File: src/rtl/cpu_pkg.sv
// ============================================================================
// Module   : cpu_pkg
// Brief    : Shared fetch-path constants, entry/tag types and a helper.
// Revision : 1.0
// ============================================================================
`default_nettype none

package cpu_pkg;

    localparam int XLEN = 32;

    localparam logic [XLEN-1:0] NOP_INSTR         = 32'h00000013;
    localparam logic [XLEN-1:0] BASE_ADDR_DEFAULT = 32'h01000000;

    typedef struct packed {
        logic [XLEN-1:0] pc;
        logic [XLEN-1:0] instr;
    } fetch_entry_t;

    // In-flight request tag: the epoch at issue time and the requested PC.
    typedef struct packed {
        logic            epoch;
        logic [XLEN-1:0] pc;
    } fetch_tag_t;

    function automatic logic [XLEN-1:0] word_align(input logic [XLEN-1:0] addr);
        return {addr[XLEN-1:2], 2'b00};
    endfunction

endpackage

`default_nettype wire

File: src/rtl/sync_fifo.sv
// ============================================================================
// Module   : sync_fifo
// Brief    : Synchronous FIFO with flush, occupancy count and registered head.
// Revision : 1.0
// ============================================================================
`default_nettype none

module sync_fifo #(
    parameter  int WIDTH = 8,
    parameter  int DEPTH = 4,
    localparam int AW    = (DEPTH > 1) ? $clog2(DEPTH) : 1,
    localparam int CW    = $clog2(DEPTH + 1)
) (
    input  logic             clock,
    input  logic             reset,
    input  logic             push,
    input  logic [WIDTH-1:0] push_data,
    input  logic             pop,
    input  logic             flush,
    output logic [CW-1:0]    count,
    output logic             full,
    output logic             empty,
    output logic [WIDTH-1:0] head
);

    logic [WIDTH-1:0] mem_q [DEPTH];
    logic [WIDTH-1:0] mem_d [DEPTH];
    logic [AW-1:0]    rd_ptr_q, rd_ptr_d;
    logic [AW-1:0]    wr_ptr_q, wr_ptr_d;
    logic [CW-1:0]    count_q, count_d;
    logic             do_push, do_pop;

    function automatic logic [AW-1:0] next_ptr(input logic [AW-1:0] p);
        return (p == AW'(DEPTH - 1)) ? '0 : p + 1'b1;
    endfunction

    assign full  = (count_q == CW'(DEPTH));
    assign empty = (count_q == '0);
    assign count = count_q;
    assign head  = mem_q[rd_ptr_q];

    always_comb begin
        do_pop   = pop && !empty;
        // A push into a full FIFO is only legal when a pop frees a slot.
        do_push  = push && (!full || do_pop);
        mem_d    = mem_q;
        rd_ptr_d = rd_ptr_q;
        wr_ptr_d = wr_ptr_q;
        count_d  = count_q;
        if (flush) begin
            rd_ptr_d = '0;
            wr_ptr_d = '0;
            count_d  = '0;
        end else begin
            if (do_push) begin
                mem_d[wr_ptr_q] = push_data;
                wr_ptr_d        = next_ptr(wr_ptr_q);
            end
            if (do_pop) begin
                rd_ptr_d = next_ptr(rd_ptr_q);
            end
            count_d = count_q + CW'(do_push) - CW'(do_pop);
        end
    end

    always_ff @(posedge clock) begin
        if (reset) begin
            rd_ptr_q <= '0;
            wr_ptr_q <= '0;
            count_q  <= '0;
        end else begin
            rd_ptr_q <= rd_ptr_d;
            wr_ptr_q <= wr_ptr_d;
            count_q  <= count_d;
        end
    end

    always_ff @(posedge clock) begin
        mem_q <= mem_d;
    end

endmodule

`default_nettype wire

File: src/rtl/fetch_buffer.sv
// ============================================================================
// Module   : fetch_buffer
// Brief    : Sequential prefetching fetch stage with redirect flush and stall.
//            Define FETCH_BUFFER_STATS_EN to add flush/bubble/discard counters.
// Revision : 1.0
// ============================================================================
`default_nettype none

module fetch_buffer
    import cpu_pkg::*;
#(
    parameter int              DATAW           = XLEN,
    parameter logic [DATAW-1:0] BASE_ADDR      = BASE_ADDR_DEFAULT,
    parameter int              DEPTH           = 4,
    parameter int              MAX_OUTSTANDING = 2
) (
    input  logic             clock,
    input  logic             reset,
    output logic             imem_req,
    output logic [DATAW-1:0] imem_addr,
    input  logic             imem_rvalid,
    input  logic [DATAW-1:0] imem_rdata,
    input  logic             redirect_valid,
    input  logic [DATAW-1:0] redirect_pc,
    input  logic             stall,
    output logic             out_valid,
    output logic [DATAW-1:0] out_instr,
    output logic [DATAW-1:0] out_pc
`ifdef FETCH_BUFFER_STATS_EN
    ,
    output logic [31:0]      stat_flushes,
    output logic [31:0]      stat_bubbles,
    output logic [31:0]      stat_discards
`endif
);

    localparam int CW = $clog2(DEPTH + 1);
    localparam int OW = $clog2(MAX_OUTSTANDING + 1);
    localparam int SW = ((CW > OW) ? CW : OW) + 1;

    logic [DATAW-1:0] fetch_pc_q, fetch_pc_d;
    logic             epoch_q, epoch_d;

    fetch_entry_t     entry_in, head_entry;
    fetch_tag_t       tag_in, tag_head;
    logic [CW-1:0]    fifo_count;
    logic             fifo_full, fifo_empty;
    logic [OW-1:0]    outstanding;
    logic             tag_full, tag_empty;
    logic [SW-1:0]    credit_used;
    logic             rsp_fresh, rsp_stale, out_pop;

    always_comb begin
        // Credit is reserved at issue, so every accepted response has a slot.
        credit_used = SW'(fifo_count) + SW'(outstanding);
        imem_req    = !reset && !redirect_valid && !fifo_full && !tag_full
                      && (credit_used < SW'(DEPTH));
        imem_addr   = fetch_pc_q;

        // A response with no tag belongs to a request issued before reset.
        rsp_fresh   = imem_rvalid && !tag_empty && (tag_head.epoch == epoch_q)
                      && !redirect_valid;
        rsp_stale   = imem_rvalid && !rsp_fresh;

        out_valid   = !fifo_empty;
        out_instr   = out_valid ? head_entry.instr : NOP_INSTR;
        out_pc      = out_valid ? head_entry.pc : '0;
        out_pop     = out_valid && !stall && !redirect_valid;

        entry_in    = '{pc: tag_head.pc, instr: imem_rdata};
        tag_in      = '{epoch: epoch_q, pc: fetch_pc_q};

        fetch_pc_d  = fetch_pc_q;
        if (redirect_valid) begin
            fetch_pc_d = word_align(redirect_pc);
        end else if (imem_req) begin
            fetch_pc_d = fetch_pc_q + DATAW'(4);
        end
        epoch_d = epoch_q ^ redirect_valid;
    end

    always_ff @(posedge clock) begin
        if (reset) begin
            fetch_pc_q <= BASE_ADDR;
            epoch_q    <= 1'b0;
        end else begin
            fetch_pc_q <= fetch_pc_d;
            epoch_q    <= epoch_d;
        end
    end

    sync_fifo #(
        .WIDTH ($bits(fetch_entry_t)),
        .DEPTH (DEPTH)
    ) u_instr_q (
        .clock     (clock),
        .reset     (reset),
        .push      (rsp_fresh),
        .push_data (entry_in),
        .pop       (out_pop),
        .flush     (redirect_valid),
        .count     (fifo_count),
        .full      (fifo_full),
        .empty     (fifo_empty),
        .head      (head_entry)
    );

    // Tags are never flushed: stale responses must still retire their slot.
    sync_fifo #(
        .WIDTH ($bits(fetch_tag_t)),
        .DEPTH (MAX_OUTSTANDING)
    ) u_tag_q (
        .clock     (clock),
        .reset     (reset),
        .push      (imem_req),
        .push_data (tag_in),
        .pop       (imem_rvalid),
        .flush     (1'b0),
        .count     (outstanding),
        .full      (tag_full),
        .empty     (tag_empty),
        .head      (tag_head)
    );

`ifdef FETCH_BUFFER_STATS_EN
    logic [31:0] stat_flushes_q, stat_flushes_d;
    logic [31:0] stat_bubbles_q, stat_bubbles_d;
    logic [31:0] stat_discards_q, stat_discards_d;

    function automatic logic [31:0] sat_inc(input logic [31:0] v, input logic en);
        return (en && (v != '1)) ? v + 32'd1 : v;
    endfunction

    always_comb begin
        stat_flushes_d  = sat_inc(stat_flushes_q, redirect_valid);
        stat_bubbles_d  = sat_inc(stat_bubbles_q, !out_valid && !stall);
        stat_discards_d = sat_inc(stat_discards_q, rsp_stale);
    end

    always_ff @(posedge clock) begin
        if (reset) begin
            stat_flushes_q  <= '0;
            stat_bubbles_q  <= '0;
            stat_discards_q <= '0;
        end else begin
            stat_flushes_q  <= stat_flushes_d;
            stat_bubbles_q  <= stat_bubbles_d;
            stat_discards_q <= stat_discards_d;
        end
    end

    assign stat_flushes  = stat_flushes_q;
    assign stat_bubbles  = stat_bubbles_q;
    assign stat_discards = stat_discards_q;
`else
    logic unused_stale;
    assign unused_stale = rsp_stale;
`endif

endmodule

`default_nettype wire

File: config.mk
export PLATFORM = sky130hd
export DESIGN_NAME = fetch_buffer
export DESIGN_NICKNAME = d
export VERILOG_FILES = /design/src/rtl/cpu_pkg.sv /design/src/rtl/sync_fifo.sv /design/src/rtl/fetch_buffer.sv
export SDC_FILE = /design/constraint.sdc
export NUM_CORES = 1
export LEC_CHECK = 0
export ABC_AREA = 1
export CORE_MARGIN = 4
export CORE_UTILIZATION = 31
export CTS_CLUSTER_DIAMETER = 50
export DETAILED_ROUTE_END_ITERATION = 10
export PLACE_DENSITY = 0.51
export SYNTH_ARGS = -nofsm -noshare
export SYNTH_HDL_FRONTEND = slang
export SYNTH_SLANG_ARGS = --single-unit
File: constraint.sdc
create_clock -name clock -period 4.9 [get_ports clock]
set_input_delay 0.98 -clock clock [delete_from_list [all_inputs] [get_ports clock]]
set_output_delay 0.98 -clock clock [all_outputs]
set_load 0.02 [all_outputs]
==> impl_metrics.csv <==
group,metric,value,unit
detailed_routing,post_drt_wl_per_cell,17.1,um
cells_and_area,fillCellCount,4515,
sta,drv_slew,0,
logic_synthesis,yosys_warnings,0,
sta,finalCriticalPeriod,4030,ps
flow_run,drv_cap,0,
cells_and_area,layout.nets,1598,
floorplanning,die_area,50700,um2
min_path,hold_class,"flip-flop to flip-flop",
cells_and_area,layout-drive-gt1-share,7.04,%
sta,timing.final.ws_setup,871,ps
place,place_hpwl,22100,um
global_route,track_usage,14.4,%
clock_tree,clk_latency,540,ps
clock_tree,cts.reportedPaths.clkPinSlew,50,ps
min_path,hp-start,"u_tag_q.count[1]",
place,port_buffers,160,
sta,rsz0062_at_grt,"no",
power,leakagePower,6.47,nW
place,gp_congestion,0.826,
logic_synthesis,ys_ff_latch,352,
setup_path,crit-reg2reg-capture,"u_instr_q.mem_q[196]",
sta,clock.fmax,248,MHz
sta,fin_setup_tns,0,ps
floorplanning,die_w,225,um
clock_tree,postCtsResizedCells,0,
setup_path,r2r_setup_slack,2490,ps
clock_tree,ctsHoldBuffers,0,
setup_path,cp-end-kind,"primary output",
floorplanning,design.core.area,46600,um2
sta,slew_headroom,41.5,%
floorplanning,fp-row-count,79,
clock_tree,clock-sinks,352,
setup_path,path_class,"flip-flop to primary output",
sta,post-route-period-util,82.2,%
clock_tree,root_buffer,"clkbuf_16",
run_status,outcome,"complete, no violations",
detailed_routing,wl_met2,16900,um
detailed_routing,dr.first_iter.drc_count,566,
global_route,grt_pass1_vias,9857,
floorplanning,die_y,225,um
global_route,globalRouteOverflowTotal,0,
clock_tree,htreeDepth,2,
clock_tree,clock_path_buffers,3,
sta,fin_worst_skew,13.1,ps
global_route,grt_max_degree,91,
sta,setup_violations,0,
setup_path,cp.required,3920,ps
detailed_routing,num_vias,9955,
setup_path,crit_arrival,3050,ps
clock_tree,numCtsBuffers,43,
logic_synthesis,syn_avg_cell_area,10.8,um2
detailed_routing,dr_wl_met3,1640,um
cells_and_area,final_common_cell,"nor2_1",
sta,finalHoldViolCount,0,
setup_path,r2r_cells,8,
logic_synthesis,synth_seq_area_share,69.4,%
detailed_routing,ant_nets,0,
detailed_routing,drc,0,
cells_and_area,diodes,0,
power,peakVddDrop,0.000214,V
place,pre_cts_slack,1270,ps
logic_synthesis,netlist_area,14600,um2
logic_synthesis,synth.distinct_cells,37,
global_route,grt_pass1_wl,57000,um
floorplanning,io-pin-count,167,
floorplanning,start_util,31.4,%
min_path,min_path_cells,1,
detailed_routing,drt-total-wl,37000,um
detailed_routing,detail_route.first_pass.iterations,5,
detailed_routing,top_layer,"met4",
clock_tree,cts_tree,"yes",
clock_tree,cts_setup_buffers,0,
min_path,hold_path_end,"u_tag_q.count[1]",
power,pwr_density_cell,405,nW/um2
logic_synthesis,synth_cells,1354,
sta,worstMarginPinSlew,877,ps
global_route,antenna_found_initial,0,
detailed_routing,via_per_inst,4.62,
cells_and_area,areaGrowthSynthToFinish,25.2,%
setup_path,r2r-start,"u_tag_q.rd_ptr_q",
setup_path,path_max_fanout,90,
setup_path,worstSetupStartpointType,"flip-flop",
cells_and_area,mostFrequentLayoutCells,"nor2_1 (313), edfxtp_1 (310), nand2_1 (236)",
detailed_routing,m1WireLength,17400,um
[worst max-delay path by stage]
stage / cells after the start / slack, ps / startpoint / end
2_1_floorplan: 6 / 160 / redirect_valid / u_instr_q.mem_q[0]
3_3_place_gp: 5 / 1270 / redirect_valid / imem_req
3_5_place_dp: 5 / 1270 / redirect_valid / imem_req
4_1_cts: 5 / 730 / u_instr_q.rd_ptr_q[0] / out_pc[20]
5_1_grt: 7 / 600 / u_instr_q.rd_ptr_q[0] / out_instr[0]
6_report: 5 / 870 / u_instr_q.rd_ptr_q[0] / out_pc[20]
[flip-flops by register name, summed over array words and instances (netlist names)]
| signal | flops |
|---|---|
| u_instr_q.mem_q | 248 |
| u_tag_q.mem_q | 62 |
| imem_addr | 30 |
| u_instr_q.count | 3 |
| u_instr_q.rd_ptr_q | 2 |
| u_instr_q.wr_ptr_q | 2 |
| u_tag_q.count | 2 |
| epoch_q | 1 |
| u_tag_q.rd_ptr_q | 1 |
| u_tag_q.wr_ptr_q | 1 |
[Yosys cell counts, drive strengths merged]
library cell,instances,area [um2]
nor2,325,1250
edfxtp,310,9310
nand2,237,892
o21ai,141,706
a21oi,87,435
inv,65,244
clkbuf,42,158
dfxtp,42,841
buf,25,151
nand3,23,130
ha,11,138
xor2,10,87.6
nand3b,7,52.6
nand4,5,31.3
o211ai,5,37.5
xnor2,4,35.0
a31oi,3,18.8
o311ai,3,26.3
a211oi,1,7.51
a21o,1,7.51
a22oi,1,7.51
and3,1,6.26
conb,1,3.75
fa,1,20.0
nor3,1,5.00
o21bai,1,7.51
or2,1,6.26
[worst max-delay path, cell delays in order (launching register included)]
cell and delay [ps]:
dfxtp_4 520, inv_2 380, buf_12 350, o21ai_0 150, a21oi_1 320, clkdlybuf4s50_1 670
[layout make-up]
| cell class | count | area (um2) | share of cell area [%] |
|---|---|---|---|
| sequential | 352 | 10200 | 55.5 |
| multi-input combinational | 873 | 3960 | 21.7 |
| timing repair buffer | 182 | 1820 | 9.93 |
| clock buffer | 49 | 1110 | 6.06 |
| tap | 607 | 759 | 4.15 |
| clock inverter | 27 | 254 | 1.39 |
| inverter | 65 | 245 | 1.34 |
[power by group]
group | switching (W) | internal, W
Combinational | 0.000523 | 0.000257
Clock | 0.00121 | 0.00184
Sequential | 0.0000771 | 0.00350
[routing by layer]
layer  track usage, %  vias to the layer above
li1                 -                     4939
met1             20.1                     4737
met2             22.8                      226
met3             2.50                       53
met4             4.66                        0
met5                0                        -
[through the flow]
step / instance area (um2) / hold WS [ps] / total power (W) / utilization, % / instances
2_1_floorplan: 14600 / 456 / 0.00408 / - / 1357
3_3_place_gp: 16900 / 485 / 0.00442 / 36.4 / 2079
3_5_place_dp: 16900 / 495 / 0.00444 / 36.4 / 2079
4_1_cts: 18300 / 507 / 0.00754 / 39.3 / 2155
5_1_grt: 18300 / 537 / 0.00775 / 39.3 / 2155
6_report: 18300 / 500 / 0.00741 / 39.3 / 2155
[logic make-up (layout without fill, tap and decap cells)]
group	Yosys count	in the layout	share of synthesized area (%)
DFF	352	352	69.4
xor gates and xnor gates	14	14	0.839
adders and majority gates	12	12	1.08
AOI/OAI and AO/OA	243	243	8.58
other	1	4	0.0257
buffers and inverters	132	323	3.78
and+or+nand+nor	600	600	16.3
Note: power is estimated with default switching activity, not from simulation.
